`config.mk`:
```
export PLATFORM = sky130hd
export DESIGN_NAME = light_adc_seq
export DESIGN_NICKNAME = d
export VERILOG_FILES = /design/src/rtl/light_pkg.sv /design/src/rtl/spi_rx_shift.sv /design/src/rtl/light_adc_seq.sv
export SDC_FILE = /design/constraint.sdc
export NUM_CORES = 1
export LEC_CHECK = 0
export ABC_CLOCK_PERIOD_IN_PS = 1800
export BUFFER_PORTS_ARGS = -buffer_cell sky130_fd_sc_hd__buf_4
export CAP_MARGIN = 25
export CORE_ASPECT_RATIO = 1.25
export CORE_UTILIZATION = 23
export CTS_BUF_LIST = sky130_fd_sc_hd__clkbuf_8
export DETAILED_ROUTE_END_ITERATION = 12
export GPL_TIMING_DRIVEN = 1
export SLEW_MARGIN = 20
export SYNTH_ARGS = -nofsm -noshare
export SYNTH_HDL_FRONTEND = slang
export SYNTH_SLANG_ARGS = --single-unit
```
`constraint.sdc`:
```
create_clock -name clk -period 1.8 [get_ports clk]
set_input_delay 0.45 -clock clk [delete_from_list [all_inputs] [get_ports clk]]
set_output_delay 0.45 -clock clk [all_outputs]
set_load 0.01 [all_outputs]
```
`src/rtl/light_pkg.sv`:
```
// Shared types and constants for the light-sensor ADC path.
// Used by the sequencer, its SPI receiver and the downstream comparator/counter.
package light_pkg;

   localparam int ADC_W = 8;

   // Comparator thresholds for the light intensity counter
   localparam logic [ADC_W-1:0] LIGHT_HI = 8'h50;
   localparam logic [ADC_W-1:0] LIGHT_LO = 8'h10;

   typedef enum logic [1:0] {
      IDLE = 2'd0,
      CONV = 2'd1,
      DONE = 2'd2,
      WAIT = 2'd3
   } state_e;

   // Mean of four samples from their 10-bit sum (truncating)
   function automatic logic [ADC_W-1:0] avg4(input logic [ADC_W+1:0] sum);
      return sum[ADC_W+1:2];
   endfunction

endpackage

```
`src/rtl/spi_rx_shift.sv`:
```
// SPI-style receiver: half-period timer, sclk generation, bit counter and
// shift register. A one-cycle start runs exactly NBITS bits; done is high in
// the last cycle of the final high phase. Data is sampled on the clk edge
// that drives sclk 0->1.
module spi_rx_shift #(
   parameter int unsigned NBITS   = 11,
   parameter int unsigned CLK_DIV = 4,
   parameter int unsigned DATA_W  = 8
) (
   input  logic              clk,
   input  logic              n_rst,
   input  logic              start,
   input  logic              miso,
   output logic              sclk,
   output logic [DATA_W-1:0] data,
   output logic              done
);

   localparam int HW = $clog2(CLK_DIV + 1);
   localparam logic [HW-1:0] HLAST = HW'(CLK_DIV - 1);
   localparam logic [3:0]    BLAST = 4'(NBITS - 1);

   logic              active_q, active_d;
   logic              sclk_q, sclk_d;
   logic [HW-1:0]     hcnt_q, hcnt_d;
   logic [3:0]        bcnt_q, bcnt_d;
   logic [DATA_W-1:0] sh_q, sh_d;

   logic half_end, rise, fall;

   assign half_end = active_q && (hcnt_q == HLAST);
   assign rise     = half_end && !sclk_q;
   assign fall     = half_end && sclk_q;
   assign done     = fall && (bcnt_q == BLAST);

   assign sclk = sclk_q;
   assign data = sh_q;

   // Next-state for timer, sclk, bit counter and shift register
   always_comb begin
      active_d = active_q;
      sclk_d   = sclk_q;
      hcnt_d   = hcnt_q;
      bcnt_d   = bcnt_q;
      sh_d     = sh_q;
      if (start) begin
         active_d = 1'b1;
         sclk_d   = 1'b0;
         hcnt_d   = '0;
         bcnt_d   = '0;
         sh_d     = '0;
      end else if (active_q) begin
         hcnt_d = half_end ? '0 : hcnt_q + HW'(1);
         if (half_end) sclk_d = ~sclk_q;
         // Leading dummy bits shift straight through and fall off the top,
         // leaving only the last DATA_W bits once the frame is complete.
         if (rise) sh_d = {sh_q[DATA_W-2:0], miso};
         if (fall) bcnt_d = bcnt_q + 4'd1;
         if (done) begin
            active_d = 1'b0;
            bcnt_d   = '0;
         end
      end
   end

   // Receiver state registers
   always_ff @(posedge clk or negedge n_rst) begin
      if (!n_rst) begin
         active_q <= 1'b0;
         sclk_q   <= 1'b0;
         hcnt_q   <= '0;
         bcnt_q   <= '0;
         sh_q     <= '0;
      end else begin
         active_q <= active_d;
         sclk_q   <= sclk_d;
         hcnt_q   <= hcnt_d;
         bcnt_q   <= bcnt_d;
         sh_q     <= sh_d;
      end
   end

endmodule

```
`src/rtl/light_adc_seq.sv`:
```
// Light-sensor ADC sequencer: periodically runs a conversion, presents the
// result on adc_data and strobes sig once per fresh sample.
// Optional LIGHT_ADC_SEQ_AVG_EN: report the mean of every 4 conversions.
module light_adc_seq
   import light_pkg::*;
#(
   parameter int unsigned CLK_DIV       = 4,
   parameter int unsigned SAMPLE_PERIOD = 50000,
   parameter int unsigned LEAD_BITS     = 3
) (
   input  logic             clk,
   input  logic             n_rst,
   input  logic             en,
   input  logic             trig,
   input  logic             adc_miso,
   output logic             adc_cs_n,
   output logic             adc_sclk,
   output logic [ADC_W-1:0] adc_data,
   output logic             sig,
   output logic             busy
);

   localparam int unsigned NBITS = LEAD_BITS + ADC_W;
   localparam int PW = $clog2(SAMPLE_PERIOD + 1);
   localparam logic [PW-1:0] PLAST = PW'(SAMPLE_PERIOD - 1);

   state_e           state_q, state_d;
   logic [PW-1:0]    pcnt_q, pcnt_d;
   logic [ADC_W-1:0] data_q, data_d;
   logic             sig_q, sig_d;

   logic             rx_start, rx_done;
   logic [ADC_W-1:0] rx_data;

   // Kick the receiver on every entry into CONV
   assign rx_start = (state_q != CONV) && (state_d == CONV);

   spi_rx_shift #(
      .NBITS  (NBITS),
      .CLK_DIV(CLK_DIV),
      .DATA_W (ADC_W)
   ) u_rx (
      .clk  (clk),
      .n_rst(n_rst),
      .start(rx_start),
      .miso (adc_miso),
      .sclk (adc_sclk),
      .data (rx_data),
      .done (rx_done)
   );

   assign adc_cs_n = (state_q != CONV);
   assign busy     = (state_q == CONV) || (state_q == DONE);
   assign adc_data = data_q;
   assign sig      = sig_q;

   // Sequencer next-state and sample-period timer
   always_comb begin
      state_d = state_q;
      pcnt_d  = '0;
      unique case (state_q)
         IDLE: if (en) state_d = CONV;
         // Conversions always run to completion regardless of en/trig
         CONV: if (rx_done) state_d = DONE;
         DONE: state_d = en ? WAIT : IDLE;
         WAIT: begin
            if (!en)                          state_d = IDLE;
            else if (trig || pcnt_q == PLAST) state_d = CONV;
            else                              pcnt_d  = pcnt_q + PW'(1);
         end
         default: state_d = IDLE;
      endcase
   end

`ifdef LIGHT_ADC_SEQ_AVG_EN
   logic [ADC_W+1:0] acc_q, acc_d;
   logic [1:0]       idx_q, idx_d;
   logic [ADC_W+1:0] sum;

   assign sum = acc_q + {2'b00, rx_data};

   // Accumulate four conversions; publish their mean on the fourth
   always_comb begin
      acc_d  = acc_q;
      idx_d  = idx_q;
      data_d = data_q;
      sig_d  = 1'b0;
      if ((state_d == IDLE) && (state_q != IDLE)) begin
         acc_d = '0;
         idx_d = '0;
      end else if (rx_done) begin
         if (idx_q == 2'd3) begin
            data_d = avg4(sum);
            sig_d  = 1'b1;
            acc_d  = '0;
            idx_d  = '0;
         end else begin
            acc_d = sum;
            idx_d = idx_q + 2'd1;
         end
      end
   end

   // Averaging state registers
   always_ff @(posedge clk or negedge n_rst) begin
      if (!n_rst) begin
         acc_q <= '0;
         idx_q <= '0;
      end else begin
         acc_q <= acc_d;
         idx_q <= idx_d;
      end
   end
`else
   // Every finished conversion is published; sig lands in the DONE cycle
   always_comb begin
      data_d = data_q;
      sig_d  = 1'b0;
      if (rx_done) begin
         data_d = rx_data;
         sig_d  = 1'b1;
      end
   end
`endif

   // Sequencer state and output registers
   always_ff @(posedge clk or negedge n_rst) begin
      if (!n_rst) begin
         state_q <= IDLE;
         pcnt_q  <= '0;
         data_q  <= '0;
         sig_q   <= 1'b0;
      end else begin
         state_q <= state_d;
         pcnt_q  <= pcnt_d;
         data_q  <= data_d;
         sig_q   <= sig_d;
      end
   end

endmodule

```
## Word level (Yosys, flattened, before mapping)

Index checks and enable logic that the tools add are counted.

| operators by class | value |
|---|---|
| add/subtract/negate cells | 3 |
| equal/unequal tests | 8 |
| muxes and demuxes | 26 |
| bitwise logic cells | 1 |
| reductions and logical operators | 16 |

Operators with widths:

| operator | number |
|---|---|
| $mux 16 | 3 |
| $mux 8 | 3 |
| $add 16x1->16 const B | 1 |
| $eq 16x16->1 const B | 1 |
| $mux 4 | 4 |
| $mux 2 | 5 |
| $mux 3 | 3 |
| $pmux 2 s4 | 1 |
| $mux 1 | 7 |
| $reduce_and 2->1 | 3 |
| $reduce_bool 2->1 | 3 |
| $logic_and 1x1->1 | 5 |
| $add 4x1->4 const B | 1 |
| $eq 2x1->1 const B | 2 |
| $eq 2x2->1 const B | 2 |
| $eq 4x4->1 const B | 1 |
| $add 3x1->3 const B | 1 |
| $eq 3x2->1 const B | 1 |
| $reduce_bool 3->1 | 1 |
| $logic_not 2->1 | 1 |
| $logic_or 1x1->1 | 2 |
| $ne 2x1->1 const B | 1 |
| $logic_not 1->1 | 1 |
| $not 1->1 | 1 |

| storage, ports and cells | value |
|---|---|
| register bits after elaboration | 44 |
| input port bits | 5 |
| output and inout port bits | 12 |
| logic and storage cells | 63 |

## Longest topological paths before layout

Gate-level depths: netlist of the first run.

| logic depth | value |
|---|---|
| word-level depth | 10 |
| gate-level depth with buffers | 8 |
| gate-level depth less buffers | 7 |

## Modules after synthesis

A second synthesis of the first run with hierarchy kept.

| second synthesis, totals | value |
|---|---|
| cell total of the unflattened synthesis | 212 |
| area total of the unflattened synthesis | 2179.6 um2 |

Modules (own cells, without submodules):

| module | times used | cells each | area an instance (um2) | seq. area each (um2) |
|---|---|---|---|---|
| light_adc_seq | 1 | 129 | 1375.1 | 675.6 |
| spi_rx_shift | 1 | 83 | 804.5 | 425.4 |

## Least setup slack after synthesis of the first run

Ideal clock, no wire load.

| path | value |
|---|---|
| path kind | reg-to-reg |
| start | reg state_q[0] |
| end | reg u_rx.hcnt_q[0] |
| library setup time | 118 ps |
| arrival time | 1733 ps |
| required time | 1682 ps |
| slack | -51 ps |
| stages on the path, launching flop included | 8 |
| buffers on the path | 1 |
| period minus slack after synthesis | 1851 ps |
| path through | dfrtp_1 -> inv_1 -> ha_1 -> a21oi_1 -> a31o_2 -> a2111oi_4 -> buf_6 -> nor2_1 |

| on the way | value |
|---|---|
| longest elaborated chain between the ends | 6 |
| elaborated cells on any way between the ends | 14 |
| classes of those cells | eq/ne: 5; mux: 6; reduce/logical: 3 |

RTL lines:

| element | line | RTL |
|---|---|---|
| start: declaration | light_adc_seq.sv:27 | `state_e state_q, state_d;` |
| start signal: assignment | light_adc_seq.sv:134 | `state_q <= state_d;` |
| $mux 2 | light_adc_seq.sv:68 | `else if (trig \|\| pcnt_q == PLAST) state_d = CONV;` |
| $mux 2 | light_adc_seq.sv:67 | `if (!en) state_d = IDLE;` |
| $pmux 2 s4 | light_adc_seq.sv:61 | `unique case (state_q)` |
| $eq 2x1->1 | light_adc_seq.sv:36 | `assign rx_start = (state_q != CONV) && (state_d == CONV);` |
| $logic_and 1x1->1 (*) | light_adc_seq.sv:36 |  |
| $mux 3 / $reduce_bool 2->1 (equally long branches) | -- |  |
| end signal: assignment | spi_rx_shift.sv:77 | `hcnt_q <= hcnt_d;` |
| end: declaration | spi_rx_shift.sv:25 | `logic [HW-1:0] hcnt_q, hcnt_d;` |

Mark *: on every way between the ends. The rest lies on a longest branch, timed or not.
A chain may end at the register's enable or synchronous reset.

## Final worst setup path of the first run

| path | value |
|---|---|
| start | reg state_q[0] |
| end | reg u_rx.bcnt_q[3] |

| on the way | value |
|---|---|
| longest elaborated chain between the ends | 7 |
| elaborated cells on any way between the ends | 16 |
| classes of those cells | eq/ne: 5; mux: 6; reduce/logical: 5 |

RTL lines:

| element | line | RTL |
|---|---|---|
| $mux 2 | light_adc_seq.sv:68 |  |
| $mux 2 | light_adc_seq.sv:67 |  |
| $pmux 2 s4 | light_adc_seq.sv:61 |  |
| $eq 2x1->1 | light_adc_seq.sv:36 |  |
| $logic_and 1x1->1 (*) | light_adc_seq.sv:36 |  |
| $reduce_bool 3->1 (no source line) / $reduce_bool 2->1 (equally long branches) | -- |  |
| $reduce_and 2->1 (no source line) | -- |  |
| end signal: assignment | spi_rx_shift.sv:78 | `bcnt_q <= bcnt_d;` |
| end: declaration | spi_rx_shift.sv:26 | `logic [3:0] bcnt_q, bcnt_d;` |

Marked as above.

==> metrics, run 1 <==
maximum achievable frequency between 0.5 and 0.6 GHz; Post-Synth Adder-Cell Area 4.67%; Filler Cell Count ~980; Post-synth top flop dfrtp_1; die height approximately 110 microns; Chip Width 88.4 microns; Worst Path Required 1.97 ns; Cell Pwr Density 984 mW/mm^2; Clock Sinks 44; remaining global-route overflow 0; Synth Area in Simple Gates 20.3%; Synth Register Bits 44; fin cells 365; nets about 250; mux contribution to synthesized area under 10%; TNS Setup 0 ns; # setup viols final 0; synth cell count leaders dfrtp_1 (44), nand2_1 (22), nor2_1 (22), a21oi_1 (17), xnor2_1 (12); Reg clk slew, reported paths 0.09 ns; XOR/XNOR Fraction of Synth Area ~5.7%; detailed-placement wirelength estimate between 3 and 4 mm; WP data arrival 1.91 ns; first-pass GRT wire length 7.21 mm; crit path kind register to register; Setup crit start kind register; largest cells by area after synthesis dfrtp_1 (51%), xnor2_1 (4.9%), ha_1 (4.7%); initial antenna violation count 0; layout cells sized above 1 between 20% and 30%; Detail Route Antenna Nets 0; pin count of the biggest net entering global routing 45; Synthesized Nets 218; complex-gate fraction of the synthesized area 9.33%; post-synth top area cell dfrtp_1; most common cell in the synthesized netlist dfrtp_1; area share of the largest cell type after synthesis roughly half; clock latency at the later pin of the worst-skew pair about 0.30 ns; Leak Pwr 1.15 nW; Initial Utilization 23.6%; CP Max Fanout 17; H-tree levels 2; max_slew headroom 62.9%; Total GRT Usage 9.68%; post-synthesis sequential area ratio 51.3%; Top cell by count, worst path a21oi_1; Synth warnings 0; Port Buffers 16; Max-cap violations 0; multi-input logic area 0.00101 sq mm; post-DR wirelength/cell 11.7 microns; Vias/cell 4.39; CP cell instances inv_2 -> ha_2 -> a21oi_1 -> a31o_2 -> a2111oi_4 -> buf_12 -> a21oi_1; number of DRC markers in iteration 0 80; Worst Tran Pin Value 0.556 ns; cell count after synthesis 205; CTS Buf Count 5; max incr delay on CP 0.42 ns; endpoint type of the worst setup path register; core area 0.00908 sq mm; TritonCTS clock tree built; vias in the first global route about 1.6k; n_diodes 0; Peak VDD IR roughly 0.37 mV; largest family of logic cells by synthesized area simple AND/OR/NAND/NOR gates; WL final 4.28 mm; Root Buffer clkbuf_8; status complete, no violations; RSZ-0062 raised after global routing yes; Post-synth EDFFs 0; Register Area 0.00110 sq mm; Fin. Hold Viols 0; Pre-Repair DR Iteration Count 4; routability-driven placement congestion ratio 0.822; Vias 1602; DP Cell Count 357; full die area 0.00972 sq mm; num ports 17; Hold Crit Class primary input to async pin; Slew Viols, Final 0; post-layout minimum cycle time 1.74 ns; critical path's slowest cell dfrtp_1; mapped cell area 0.00214 sq mm; Remaining DRCs 0; asr flop ratio synth 100%; Yosys cell types 39; fin crit share 96.7%; Avg Synthesized Cell Area 10.5 sq um; Worst Clk Skew 0.0134 ns; Longest Clk Path Bufs 2; synthesis-to-layout area growth 25.9%; Rows 39
[worst max-delay path, delay by kind of cell, from the launching register on]
kind                       cells  cell delay (ns)
buffers and inverters          2             0.28
AOI/OAI and AO/OA              4             0.72
adders and majority gates      1             0.21
DFF                            1             0.42
[per-stage QoR]
step / total power, mW / util [%] / area, sq um / hold slack (ns) / setup slack (ns)
final: 2.66 / 29.7 / 2700 / 0.130 / 0.0601
after global routing: 2.82 / 29.7 / 2700 / 0.179 / -0.0266
after CTS: 2.69 / 29.7 / 2700 / 0.157 / 0.00665
after detailed placement: 1.86 / 28.3 / 2570 / 0.490 / -0.0477
after global placement: 1.83 / 28.3 / 2570 / 0.485 / 0.0278
after floorplan: 1.59 / - / 2170 / 0.154 / 0.00174
[timing repair]
action | in CTS | in global routing
hold buffers | 0 | 0
setup endpoints to repair | 1 | 18
gates resized for setup | 2 | 5
buffers inserted | 0 | 0
pin swaps | 0 | 1
[report_power, final]
part | internal [mW] | total, mW | switching, mW
registers | 1.08 | 1.15 | 0.0770
logic | 0.331 | 0.709 | 0.377
clock network | 0.454 | 0.797 | 0.343
total | 1.86 | 2.66 | 0.798
[layer usage]
metal  track usage (%)  vias up  wire, microns
li1                  -      787              -
met1              10.8      787           1890
met2              17.3       18           2190
met3              2.25       10             96
met4              4.26        0            101
met5                 0        -              0
[state kept, by name (all words and copies together), names as in the netlist]
| signal | cells |
|---|---|
| pcnt_q | 16 |
| adc_data | 8 |
| u_rx.data | 8 |
| u_rx.bcnt_q | 4 |
| u_rx.hcnt_q | 3 |
| state_q | 2 |
| sig | 1 |
| u_rx.active_q | 1 |
| u_rx.sclk | 1 |
[path summary, 6_finish.rpt]
path	start	end	slack (ns)	cells after the start
min	n_rst	pcnt_q[9]$_DFF_PN0_	0.13	1
max in group asynchronous	n_rst	pcnt_q[1]$_DFF_PN0_	1.25	1
min reg2reg	adc_data[1]$_DFFE_PN0P_	adc_data[1]$_DFFE_PN0P_	0.51	1
max reg2reg	state_q[0]$_DFF_PN0_	u_rx.bcnt_q[3]$_DFFE_PN0P_	0.06	7
max	state_q[0]$_DFF_PN0_	u_rx.bcnt_q[3]$_DFFE_PN0P_	0.06	7
min in group clk	adc_miso	u_rx.data[0]$_DFFE_PN0P_	0.41	3
[cells in the final DEF, fill, tap and decap left out, drive strengths merged, types with 2 or more instances in the layout]
master  instances
dfrtp          44
buf            35
nand2          22
nor2           22
a21oi          17
xnor2          12
inv            11
mux2            8
ha              8
nand4           7
nor3            7
nand3           6
clkbuf          6
nor4            4
o21ai           4
nand4b          2
and4bb          2
xor2            2
or3             2
mux2i           2
[cell families (layout without fill, tap and decap cells)]
family | Yosys count | count (layout)
flops | 44 | 44
xor+xnor | 14 | 14
buf+inv | 17 | 54
simple gates | 83 | 83
mux | 10 | 10
fa+ha+maj | 8 | 8
compound gates | 29 | 29
[final cells by class]
class / instances / area share [%]
inverter: 11 / 1.53
multi-input combinational: 144 / 37.3
sequential: 44 / 40.8
timing repair buffer: 35 / 10.2
clock buffer: 6 / 3.06
tap: 123 / 5.70
clock inverter: 2 / 1.44
(Power assumes the default switching activity.)
==> run 2, diff against run 1 <==
Settings changed: ABC_CLOCK_PERIOD_IN_PS 1800 to 2200.
Clock period 1.8 ns to 2.2 ns, I/O delays scaled along.
==> run 2 against run 1 <==
Non-clock buffer count decreased by 13. Critical endpoint is now u_rx.active_q$_DFF_PN0_. Design area decreased by 5.5%. Critical path type unchanged. Critical path depth unchanged. Sequential cell count unchanged. Clock power decreased by 18%. Fmax decreased by 13%.
==> metrics, run 2 (synthesis results as in run 1) <==
post-layout minimum cycle time 1.99 ns (+0.254 ns); Clock Power Share 31.5% (+1.5 points); Filler Cell Count 988 (+1.3%); n_diodes 0 (unchanged); post-DR wirelength/cell 11.8 microns (+0.40%); crit path from state_q[0]$_DFF_PN0_; num ports 17 (unchanged); TritonCTS clock tree built; Reg clk slew, reported paths 0.09 ns (about the same); Worst Clk Skew 0.00957 ns (-0.00380 ns); Leak Pwr 1.08 nW (-5.5%); vias in the first global route 1521 (-6.2%); pin count of the biggest net entering global routing 45 (unchanged); Root Buffer clkbuf_8; synthesis-to-layout area growth 19.0%; Clock Sinks 44 (unchanged); max incr delay on CP 0.44 ns (+0.02 ns); endpoint type of the worst setup path register; Setup crit start kind register; Vias/cell 4.29 (-2.2%); routability-driven placement congestion ratio 0.726 (-12%); Reg2Reg Depth 7 (unchanged); CP cell instances inv_1 -> ha_1 -> or2_2 -> a41oi_2 -> a2111oi_4 -> buf_4 -> a21o_2; maximum achievable frequency 0.501 GHz (-13%); Net Sw Frac 30.3% (+0.33 points); number of DRC markers in iteration 0 52 (-35%); remaining global-route overflow 0 (unchanged); Hold Crit Class primary input to async pin; critical path's slowest cell dfrtp_1; CP Buf/Inv Count 2 (unchanged); net switching power figure 0.632 mW (-21%); detailed-placement wirelength estimate 2.98 mm (-3.5%); core area 0.00908 sq mm (unchanged); CTS resizes 0 (-2); crit path kind register to register; Reg2Reg Capture Point u_rx.active_q$_DFF_PN0_; H-tree levels 2 (unchanged); Biggest register pcnt_q; WP data arrival 2.18 ns (+0.27 ns); max_slew headroom 63.1% (+0.13 points); CP Max Fanout 17 (unchanged); most frequent cells in the layout dfrtp_1 (44), nand2_1 (22), nor2_1 (22), buf_4 (22), a21oi_1 (17); Worst Tran Pin Value 0.554 ns (-0.00196 ns); Longest Clk Path Bufs 2 (unchanged); first-pass GRT wire length 7.11 mm (-1.4%); Chip Width 88.4 microns (unchanged); Slew Viols, Final 0 (unchanged); r2r setup slk 0.21 ns (+0.15 ns); Internal Power 1.45 mW (-22%); Pre-Repair DR Iteration Count 4 (unchanged); Rows 39 (unchanged); Total GRT Usage 9.62% (-0.057 points); Crit Reg-Reg Startpoint state_q[0]$_DFF_PN0_; layout cells sized above 1 20.1% (-7.6 points); Port Buffers 16 (unchanged); die height 110 microns (unchanged); RSZ-0062 raised after global routing no; Max-cap violations 0 (unchanged); Remaining DRCs 0 (unchanged); initial antenna violation count 0 (unchanged); WL final 4.14 mm (-3.2%); Initial Utilization 23.6% (unchanged); Vias 1511 (-5.7%); clock latency at the later pin of the worst-skew pair 0.30 ns (about the same); fin cells 352 (-3.6%); Post CTS Setup Buffer Count 0 (unchanged); full die area 0.00972 sq mm (unchanged); commonest non-fill, non-tap cell in the layout dfrtp_1; hold-fix buffers at CTS 0 (unchanged); Peak VDD IR 0.285 mV (-23%); Detail Route Antenna Nets 0 (unchanged); CTS Buf Count 5 (unchanged); status complete, no violations; Cell Pwr Density 817 mW/mm^2 (-17%); Total Power 2.08 mW (-22%); combinational power share 23.1% (-3.6 points); # setup viols final 0 (unchanged); TNS Setup 0 ns (unchanged); max reg flops 16 (unchanged); fin crit share 90.6% (-6.0 points); Fin. Hold Viols 0 (unchanged); CP top delay family compound AO/OA/AOI/OAI gates; Sequential Power Share 45.4% (+2.1 points); final hold slack 0.226 ns (+0.0965 ns); Worst Path Required 2.39 ns (+0.42 ns); nets 241 (-5.1%); DP Cell Count 344 (-3.6%)
## run 2: cell types whose count changed in the layout (fill, tap and decap cells not counted), sizes merged
cell,change
buf,-13
## run 2: worst max-delay path by stage
stage	to	cells past startpoint
floorplan	u_rx.hcnt_q[0]$_DFFE_PN0P_	7
global placement	u_rx.active_q$_DFF_PN0_	7
detailed placement	u_rx.active_q$_DFF_PN0_	7
CTS	u_rx.active_q$_DFF_PN0_	7
global route	u_rx.active_q$_DFF_PN0_	7
finish	u_rx.active_q$_DFF_PN0_	7
## run 2: metrics by stage
stage               worst slack, ns  instance area, sq um  utilization [%]
finish                        0.206                  2550             28.1
global route                 0.0671                  2550             28.1
CTS                           0.206                  2550             28.1
detailed placement            0.216                  2430             26.8
global placement              0.304                  2430             26.8
floorplan                     0.349                  2140                -
## run 2: layer usage
layer	GRT usage, %	vias to the layer above	part of all wire [%]
li1	-	753	-
met1	11.1	736	44
met2	17.2	16	52
met3	2.48	6	3.1
met4	3.11	0	1.2
met5	0	-	0
## run 2: area by class of cell
type                            instances  area [sq um]  share of cell area (%)
Clock buffer                            6          82.6                    3.24
Clock inverter                          2          38.8                    1.52
Inverter                               11          41.3                    1.62
Multi-Input combinational cell        144           968                    38.0
Sequential cell                        44          1100                    43.2
Tap cell                              123           154                    6.03
Timing Repair Buffer                   22           165                    6.47
## run 2: power by group through the flow
stage / registers [mW] / clock network (mW) / logic (mW)
6_report: 0.946 / 0.655 / 0.482
5_1_grt: 0.959 / 0.718 / 0.551
4_1_cts: 0.947 / 0.675 / 0.495
3_5_place_dp: 0.964 / 0 / 0.493
2_1_floorplan: 0.949 / 0 / 0.346
3_3_place_gp: 0.957 / 0 / 0.481
